--- config.mk ---
export PLATFORM = sky130hd
export DESIGN_NAME = seq_mul_rs_param
export DESIGN_NICKNAME = d
export VERILOG_FILES = /design/src/rtl/seq_mul_rs_param.sv
export SDC_FILE = /design/constraint.sdc
export NUM_CORES = 1
export LEC_CHECK = 0
export ABC_AREA = 0
export CAP_MARGIN = 20
export CELL_PAD_IN_SITES_DETAIL_PLACEMENT = 1
export CELL_PAD_IN_SITES_GLOBAL_PLACEMENT = 2
export CORE_MARGIN = 3
export CORE_UTILIZATION = 40
export CTS_BUF_LIST = sky130_fd_sc_hd__clkbuf_4 sky130_fd_sc_hd__clkbuf_8
export CTS_CLUSTER_SIZE = 24
export DETAILED_ROUTE_END_ITERATION = 16
export DONT_BUFFER_PORTS = 1
export GPL_TIMING_DRIVEN = 0
export PLACE_DENSITY = 0.91
export SLEW_MARGIN = 20
export SYNTH_ARGS = -nofsm -noshare
export SYNTH_HDL_FRONTEND = slang
export SYNTH_SLANG_ARGS = --single-unit
--- constraint.sdc ---
create_clock -name clk -period 4.11 [get_ports clk]
set_clock_uncertainty 0.2 [all_clocks]
set_input_delay 1.0275 -clock clk [delete_from_list [all_inputs] [get_ports clk]]
set_output_delay 1.0275 -clock clk [all_outputs]
set_load 0.02 [all_outputs]
--- src/rtl/seq_mul_rs_param.sv ---
// Serial right-shift multiplier: one iteration per clock, unsigned shift-add or radix-2 Booth.
// Start/done handshake; the product register holds its value until the next completion.
module seq_mul_rs_param #(
    parameter int WIDTH = 6
) (
    input  logic                 clk,
    input  logic                 rst,
    input  logic                 start,
    input  logic                 is_signed,
    input  logic [WIDTH-1:0]     a,
    input  logic [WIDTH-1:0]     b,
    output logic                 busy,
    output logic                 done,
    output logic [2*WIDTH-1:0]   product
);
    localparam int CW = $clog2(WIDTH + 1);

    typedef enum logic [1:0] {IDLE, CALC, DONE} state_t;

    state_t             state_reg;
    logic [WIDTH:0]     acc_reg;
    logic [WIDTH:0]     m_reg;
    logic [WIDTH-1:0]   q_reg;
    logic               qm1_reg;
    logic [CW-1:0]      count_reg;
    logic               mode_reg;
    logic               busy_reg;
    logic               done_reg;
    logic [2*WIDTH-1:0] product_reg;

    logic [WIDTH:0]     sum_next;
    logic [WIDTH:0]     acc_next;
    logic [WIDTH-1:0]   q_next;

    // The extra accumulator bit is the unsigned carry or the Booth sign guard,
    // so neither mode can overflow, even for M = -2^(WIDTH-1).
    always_comb begin
        sum_next = acc_reg;
        if (mode_reg) begin
            case ({q_reg[0], qm1_reg})
                2'b10:   sum_next = acc_reg - m_reg;
                2'b01:   sum_next = acc_reg + m_reg;
                default: sum_next = acc_reg;
            endcase
        end else if (q_reg[0]) begin
            sum_next = acc_reg + m_reg;
        end
        acc_next = {mode_reg & sum_next[WIDTH], sum_next[WIDTH:1]};
        q_next   = {sum_next[0], q_reg[WIDTH-1:1]};
    end

    always_ff @(posedge clk or negedge rst) begin
        if (!rst) begin
            state_reg   <= IDLE;
            acc_reg     <= '0;
            m_reg       <= '0;
            q_reg       <= '0;
            qm1_reg     <= 1'b0;
            count_reg   <= '0;
            mode_reg    <= 1'b0;
            busy_reg    <= 1'b0;
            done_reg    <= 1'b0;
            product_reg <= '0;
        end else begin
            case (state_reg)
                IDLE, DONE: begin
                    done_reg <= 1'b0;
                    if (start) begin
                        m_reg     <= {is_signed & a[WIDTH-1], a};
                        q_reg     <= b;
                        acc_reg   <= '0;
                        qm1_reg   <= 1'b0;
                        count_reg <= CW'(WIDTH);
                        mode_reg  <= is_signed;
                        busy_reg  <= 1'b1;
                        state_reg <= CALC;
                    end else begin
                        state_reg <= IDLE;
                    end
                end
                CALC: begin
                    acc_reg   <= acc_next;
                    q_reg     <= q_next;
                    qm1_reg   <= q_reg[0];
                    count_reg <= count_reg - CW'(1);
                    if (count_reg == CW'(1)) begin
                        product_reg <= {acc_next[WIDTH-1:0], q_next};
                        busy_reg    <= 1'b0;
                        done_reg    <= 1'b1;
                        state_reg   <= DONE;
                    end
                end
                default: begin
                    busy_reg  <= 1'b0;
                    done_reg  <= 1'b0;
                    state_reg <= IDLE;
                end
            endcase
        end
    end

    assign busy    = busy_reg;
    assign done    = done_reg;
    assign product = product_reg;
endmodule

[Word level (Yosys, flattened, before mapping)]
Index checks and enable logic that the tools add are counted.
Word-level totals
  input port bits: 16
  flip-flop bits (word level): 41
Cells by class
  reductions and logical operators: 7
  add/sub/neg operators: 3
  bitwise logic cells: 2
  mux-type cells: 19
  equality and inequality tests: 7
Operators by type and width (count)
  $pmux 7 s2: 2
  $mux 7: 3
  $pmux 6 s2: 1
  $reduce_and 2->1: 4
  $add 7x7->7: 1
  $sub 7x7->7: 1
  $mux 1: 6
  $mux 6: 1
  $pmux 3 s2: 1
  $eq 2x1->1 const B: 2
  $eq 2x2->1 const B: 2
  $ne 2x2->1 const B: 2
  $pmux 1 s2: 2
  $pmux 2 s2: 1
  $eq 3x1->1 const B: 1
  $mux 3: 1
  $sub 3x1->3 const B: 1
  $and 1x1->1: 2
  $logic_not 2->1: 1
  $mux 2: 1
  $reduce_bool 2->1: 1
  $reduce_or 2->1: 1

[Logic depth before layout (Yosys ltp)]
Gate-level depths: netlist of the first run.
  depth in word-level cells: 5
  mapped depth: 10

[Worst setup path before layout of the first run]
Ideal clock, no wire load.
  path type: register to register
  start point: reg acc_reg[0]
  end point: reg acc_reg[5]
  data required time: 3768 ps
  period minus slack after synthesis: 2424 ps
  data arrival time: 2082 ps
  path slack: 1686 ps
  buffers on the path: 0
  stages on the path, launching flop included: 11
  path through: dfrtp_1 > inv_1 > ha_1 > inv_1 > fa_1 > a21o_1 > a221oi_2 > xnor2_1 > a21o_1 > o2111ai_1 > o311ai_2
On the way
  longest elaborated chain between the ends: 4
  elaborated cells between the ends (all ways): 6
  those cells by class: add/sub (2); mux (4)
RTL lines
  start: declaration: line 21  | logic [WIDTH:0] acc_reg;
  start signal: assignment: line 82  | acc_reg <= acc_next;
  $add 7x7->7 or $sub 7x7->7 (tied branches): line 42, 46, 41
  $pmux 7 s2 or $mux 7 (tied branches): line 40, 45
  $mux 7 *: line 39  | if (mode_reg) begin
  $pmux 7 s2 *: line 65  | case (state_reg)
Mark *: on every way between the ends. The rest lies on a longest branch, timed or not.
A chain may end at the register's enable or synchronous reset.

[Final worst setup path of the first run]
Same ends and word-level chain as after synthesis.

==> results of run 1 <==
-- path summary, 6_finish.rpt --
check / end / from / cells past startpoint
min in group clk: product[4]$_DFFE_PN0P_ / q_reg[5]$_DFFE_PN0P_ / 2
max in group asynchronous: product[1]$_DFFE_PN0P_ / rst / 0
max: acc_reg[5]$_DFFE_PN0P_ / acc_reg[0]$_DFFE_PN0P_ / 10
min: m_reg[1]$_DFFE_PN0P_ / rst / 0
min reg2reg: product[4]$_DFFE_PN0P_ / q_reg[5]$_DFFE_PN0P_ / 2
max reg2reg: acc_reg[5]$_DFFE_PN0P_ / acc_reg[0]$_DFFE_PN0P_ / 10
-- power groups by stage --
stage / clock (uW) / sequential (uW) / combinational, uW
after global routing: 371 / 880 / 1600
after CTS: 355 / 849 / 1400
after floorplan: 0 / 796 / 1080
after detailed placement: 0 / 854 / 1390
after global placement: 0 / 847 / 1340
final: 348 / 843 / 1390
-- worst max-delay path: cells and delay by family, from the launching register on --
kind                       cells  cell delay (ns)
AOI/OAI and AO/OA              5             1.09
adders and majority gates      2             0.58
DFF                            1             0.42
buffers and inverters          2             0.13
xor gates and xnor gates       1             0.12
-- metrics by stage --
stage | instances | instance area (um^2) | worst slack (ns)
after floorplan | 279 | 2420 | 1.69
after global placement | 351 | 2510 | 1.45
after detailed placement | 351 | 2510 | 1.45
after CTS | 359 | 2630 | 1.42
after global routing | 359 | 2630 | 1.23
final | 359 | 2630 | 1.44
-- cells by family after synthesis --
kind of cell             after synthesis  share of synthesized area
AND/OR/NAND/NOR                      112                      0.212
AO/OA/AOI/OAI                         76                      0.210
flip-flops                            40                      0.413
buffers and inverters                 28                     0.0470
adder cells (fa/ha/maj)               18                     0.0992
XOR/XNOR                               4                     0.0145
multiplexers                           1                    0.00413
-- metal layers --
layer,share of wire,up-vias,global-route usage
met5,0,-,0
li1,-,983,-
met3,0.027,6,0.0355
met2,0.49,24,0.324
met4,0.0092,0,0.0439
met1,0.47,1002,0.264
-- synth_stat cells, types with 2 or more instances --
master     instances  area (um^2)
dfrtp_1           40         1000
o2111ai_1          2         17.5
nor2b_1            4         25.0
nand3_1            5         25.0
a21oi_1           16         80.1
nand2_1           59          221
a31oi_1            4         25.0
xnor2_1            4         35.0
a21o_1             3         22.5
a211oi_1           2         15.0
o31ai_1            3         22.5
or3_1              2         12.5
and3_1             3         18.8
clkbuf_1           7         26.3
nand2b_1          10         62.6
nor2_1            18         67.6
o21ai_0           27          135
a22oi_1            2         15.0
nor3_1             3         15.0
fa_1               2         40.0
ha_1              16          200
inv_1             18         67.6
-- layout make-up --
cell class	count	area share
sequential	40	0.381
multi-input combinational	211	0.498
clock buffer	5	0.0262
inverter	19	0.0271
tap	72	0.0343
clock inverter	3	0.0176
buffer	9	0.0162
==> results.py, run 1 <==
metrics = {
    "clocking": {
        "cts.repair.resized": 0,
        "tritoncts": "done",
        "root_buffer": "clkbuf_8",
        "post-cts-setup-buffer-count": 0,
        "tritoncts_num_sinks": 40,
        "postCtsHoldBufs": 0,
        "cts_buffers": 5,
        "htreeDepth": 2,
        "worst_skew_pair.late_latency_ns": 0.31,
        "clock_tree.buffer_depth": 2,
        "clkSlewWorstSetupHoldPaths_ns": 0.09,
    },
    "synth": {
        "mapped_area_mm2": 0.00242,
        "syn_nets": 313,
        "synth.ff_latch_count": 40,
        "synth_enable_flop_cells": 0,
        "synth-main-ff-cell": "dfrtp_1",
        "postSynthCellCount": 279,
        "syn-mean-instance-area_um2": 8.68,
        "synth_seq_area_share": 0.413,
        "yosysUniqueCellTypes": 51,
        "synth-async-reset-ratio": 1.00,
        "synth.yosys.warnings": 0,
    },
    "sta": {
        "report.final.slew_viol_count": 0,
        "achievable-frequency_mhz": 375,
        "worst_slew_margin_rel": 0.562,
        "whs_ns": 0.198,
        "setup_viol": 0,
        "worst-slew-pin-transition_ns": 0.640,
        "layout_worst_path_cycle_share": 0.649,
        "setup_tns_final_ns": 0,
        "setup_repair_after_global_routing_missed_its_margin": "false",
        "fin_crit_ns": 2.67,
        "final_hold_violations": 0,
    },
    "final_layout": {
        "final_common_cell": "nand2_1",
        "fillerInstances": 689,
        "flip_flop_count_of_the_largest_register_after_layout": 12,
        "seq_area_mm2": 0.00100,
        "syn2layout_area_growth_pct": 8.47,
        "finish.utilization": 0.463,
        "antenna_cells_inserted": 0,
        "multiInputGateArea_mm2": 0.00131,
        "finalNetCount": 320,
        "layout_common_cells": "59 x nand2_1, 40 x dfrtp_1, 27 x o21ai_0, 18 x inv_1, 18 x nor2_1",
        "drive_above_1_share": 0.0697,
    },
    "power": {
        "p_sw_frac": 0.482,
        "largest_voltage_drop_on_the_vdd_net_mv": 0.306,
        "cellPowerDensity_mw_per_mm2": 982,
        "power_total_uw": 2580,
        "seqPwrFrac": 0.327,
        "total_switching_power_uw": 1240,
        "clkPwrFrac": 0.135,
        "p_leak_uw": 0.00118,
        "power.internal_uw": 1340,
        "share_comb_of_total_power": 0.538,
    },
    "detailed_routing": {
        "num_vias": 2015,
        "route.antenna.remaining_nets": 0,
        "via_per_inst": 5.61,
        "drt_iter0_markers": 77,
        "route.detailed.wl_per_inst_um": 17.6,
        "detail_route.drc_violations": 0,
        "firstDrtPassIters": 4,
        "routed_wirelength_um": 6320,
    },
    "place": {
        "place_congestion": 0.837,
        "dp_hpwl_um": 4700,
        "io_buffers": 0,
    },
    "global_route": {
        "globalRoute.totalOverflow": 0,
        "antenna_found_initial": 0,
        "track_usage": 0.195,
        "grt_pass1_vias": 2227,
        "first_pass_grt_wire_length_um": 11000,
        "grt_max_degree": 41,
    },
    "floorplanning": {
        "floorplan.die.width_um": 83.8,
        "design.die.area_mm2": 0.00703,
        "io_pins": 30,
        "rows": 27,
        "die-height_um": 83.8,
        "design.core.area_mm2": 0.00568,
        "initial_utilization": 0.427,
    },
    "worst_setup_path": {
        "critPathSlowestCell": "dfrtp_1",
        "crit_fanout": 4,
        "timing.critical_path.cells": "inv_1, ha_1, inv_1, fa_1, a21o_1, a221oi_2, xnor2_1, a21o_1, o2111ai_1, o311ai_2",
        "timing_worst_setup_path_type": "flip-flop to flip-flop",
        "worst-endpoint-required_ns": 4.09,
        "arrival_time_of_the_worst_setup_path_ns": 2.65,
        "reg2reg_setup_slack_ns": 1.44,
        "crit_path_max_incr_delay_ns": 0.42,
        "worst_setup_path_end_kind": "flip-flop",
        "cp-start-kind": "flip-flop",
    },
    "job": {
        "max_cap_violations": 0,
    },
    "min_path": {
        "worstHoldPathType": "primary input to asynchronous set/reset pin",
    },
    "status": {
        "status": "finished, final reports clean",
    },
}
No activity file was read; power rests on OpenSTA's default activity.
==> inputs of run 2 (changes only) <==
CORE_UTILIZATION = 36   (was 40)
PLACE_DENSITY = 0.87   (was 0.91)
clock period = 2.4 ns   (was 4.11 ns; I/O delays follow)
==> results.py, run 2 (synthesized netlist as in run 1, its figures left out) <==
metrics = {
    "worst_setup_path": {
        "worst-endpoint-required_ns": 2.38,
        "arrival_time_of_the_worst_setup_path_ns": 2.47,
        "timing.critical_path.cells": "inv_1, ha_2, inv_2, fa_2, a21o_1, a221oi_2, xnor2_1, a21o_1, o2111ai_2, o311ai_2",
        "critPathSlowestCell": "dfrtp_1",
        "timing_worst_setup_path_type": "flip-flop to flip-flop",
        "crit_fanout": 4,
        "crit_path_max_incr_delay_ns": 0.42,
        "rr_startpoint": "acc_reg[0]$_DFFE_PN0P_",
        "worst-path-buf-inv": 2,
        "crit_family": "compound AO/OA/AOI/OAI gates",
        "cp_num_cells": 10,
        "timing.critical_path.mode_cell": "a21o_1",
        "critPathLaunch": "acc_reg[0]$_DFFE_PN0P_",
        "worst_setup_path_endpoint": "acc_reg[5]$_DFFE_PN0P_",
        "r2r-end": "acc_reg[5]$_DFFE_PN0P_",
        "reg2reg_setup_slack_ns": -0.1,
        "worst_setup_path_end_kind": "flip-flop",
        "cp-start-kind": "flip-flop",
        "ff_to_ff_path_depth": 10,
    },
    "power": {
        "power.internal_uw": 2400,
        "p_leak_uw": 0.00122,
        "power_total_uw": 4700,
        "cellPowerDensity_mw_per_mm2": 1690,
        "p_sw_frac": 0.488,
        "share_comb_of_total_power": 0.590,
        "seqPwrFrac": 0.311,
        "largest_voltage_drop_on_the_vdd_net_mv": 0.641,
        "total_switching_power_uw": 2290,
        "clkPwrFrac": 0.099,
    },
    "clocking": {
        "root_buffer": "clkbuf_8",
        "tritoncts": "done",
        "worst_skew_pair.late_latency_ns": 0.30,
        "clock_tree.buffer_depth": 2,
        "tritoncts_num_sinks": 40,
        "htreeDepth": 2,
        "cts_buffers": 5,
        "clkSlewWorstSetupHoldPaths_ns": 0.09,
    },
    "place": {
        "placedCellCount": 356,
        "io_buffers": 0,
        "placement.setup.worst_slack_ns": -0.226,
        "dp_hpwl_um": 4800,
        "place_congestion": 0.845,
        "postPlaceCellArea_mm2": 0.00253,
    },
    "detailed_routing": {
        "drt_iter0_markers": 66,
        "num_vias": 2096,
        "detail_route.drc_violations": 0,
        "route.antenna.remaining_nets": 0,
        "routed_wirelength_um": 6640,
        "firstDrtPassIters": 4,
        "route.detailed.wl_per_inst_um": 17.8,
        "via_per_inst": 5.60,
    },
    "floorplanning": {
        "io_pins": 30,
        "rows": 29,
        "floorplan.die.width_um": 88.0,
        "design.core.area_mm2": 0.00642,
        "initial_utilization": 0.377,
        "die-height_um": 88.0,
        "design.die.area_mm2": 0.00775,
    },
    "status": {
        "violations_in_the_final_reports": "setup timing",
        "status": "finished, violations left",
    },
    "sta": {
        "report.final.slew_viol_count": 0,
        "achievable-frequency_mhz": 401,
        "worst-slew-pin-transition_ns": 0.664,
        "setup_slack_ns": -0.0954,
        "setup_repair_after_global_routing_missed_its_margin": "true",
        "fin_crit_ns": 2.50,
        "final_hold_violations": 0,
        "setup_viol": 5,
        "worst_slew_margin_rel": 0.556,
        "layout_worst_path_cycle_share": 1.04,
    },
    "min_path": {
        "worstHoldPathType": "primary input to flip-flop",
    },
    "global_route": {
        "first_pass_grt_wire_length_um": 10700,
        "grt_max_degree": 41,
        "globalRoute.totalOverflow": 0,
        "antenna_found_initial": 0,
        "track_usage": 0.180,
        "grt_pass1_vias": 2202,
    },
    "final_layout": {
        "seq_area_mm2": 0.00100,
        "final_common_cell": "nand2_1",
        "instances_no_fill": 374,
        "finish.utilization": 0.434,
        "multiInputGateArea_mm2": 0.00139,
        "finish.instance_area_mm2": 0.00279,
        "flip_flop_count_of_the_largest_register_after_layout": 12,
        "antenna_cells_inserted": 0,
        "layout_common_cells": "59 x nand2_1, 37 x dfrtp_1, 22 x o21ai_0, 18 x nor2_1",
        "drive_above_1_share": 0.158,
        "syn2layout_area_growth_pct": 15.0,
        "finalNetCount": 330,
        "fillerInstances": 764,
    },
    "job": {
        "max_cap_violations": 0,
    },
}
==> run 2: worst register-to-register path: cells and delay by family (launching register included) <==
| kind | cells | cell delay [ns] |
|---|---|---|
| AO/OA/AOI/OAI | 5 | 1.02 |
| XOR/XNOR | 1 | 0.10 |
| adder cells (fa/ha/maj) | 2 | 0.52 |
| buffers and inverters | 2 | 0.12 |
| flip-flops | 1 | 0.42 |
==> run 2: through the flow <==
| stage | setup TNS (ns) | hold WS, ns |
|---|---|---|
| 6_report | -0.227 | 0.203 |
| 5_1_grt | -1.46 | 0.225 |
| 4_1_cts | -0.420 | 0.196 |
| 3_5_place_dp | -1.31 | 0.105 |
| 3_3_place_gp | -1.12 | 0.105 |
| 2_1_floorplan | 0 | 0.104 |
==> run 2: cell type report <==
type	instances	area share
clock inverter	3	0.00674
multi-input combinational	211	0.500
buffer	9	0.0157
timing repair buffer	10	0.0323
inverter	19	0.0256
tap	77	0.0346
clock buffer	5	0.0247
sequential	40	0.361
==> run 2: repair_timing <==
action                                 in CTS  in global routing
buffers inserted                            6                  2
pin swaps                                   5                  7
setup endpoints to repair                   7                 15
endpoints found under the hold margin      40                  0
hold buffers                                2                  0
gates resized for setup                     8                 18
==> run 2: worst min-delay path by stage <==
stage | end | cells after the start | slack (ns) | from
after floorplan | acc_reg[0]$_DFFE_PN0P_ | 0 | 0.10 | rst
after global placement | product[2]$_DFFE_PN0P_ | 0 | 0.11 | rst
after global routing | m_reg[0]$_DFFE_PN0P_ | 2 | 0.22 | a[0]
after CTS | m_reg[0]$_DFFE_PN0P_ | 2 | 0.20 | a[0]
after detailed placement | product[2]$_DFFE_PN0P_ | 0 | 0.11 | rst
final | m_reg[0]$_DFFE_PN0P_ | 2 | 0.20 | a[0]
==> run 2: routing by layer <==
layer	part of all wire	GRT usage	wire, um	vias up
met1	0.46	0.234	3030	1054
met2	0.50	0.312	3330	33
met5	0	0	0	-
met4	0.011	0.0467	74	0
met3	0.031	0.0310	204	6
li1	-	-	-	1003
==> run 2: power groups by stage <==
| stage | Sequential, uW | Combinational [uW] | Clock (uW) |
|---|---|---|---|
| after floorplan | 1360 | 1880 | 0 |
| after global placement | 1450 | 2320 | 0 |
| after detailed placement | 1470 | 2410 | 0 |
| after CTS | 1450 | 2560 | 481 |
| after global routing | 1520 | 3170 | 511 |
| final | 1460 | 2770 | 465 |
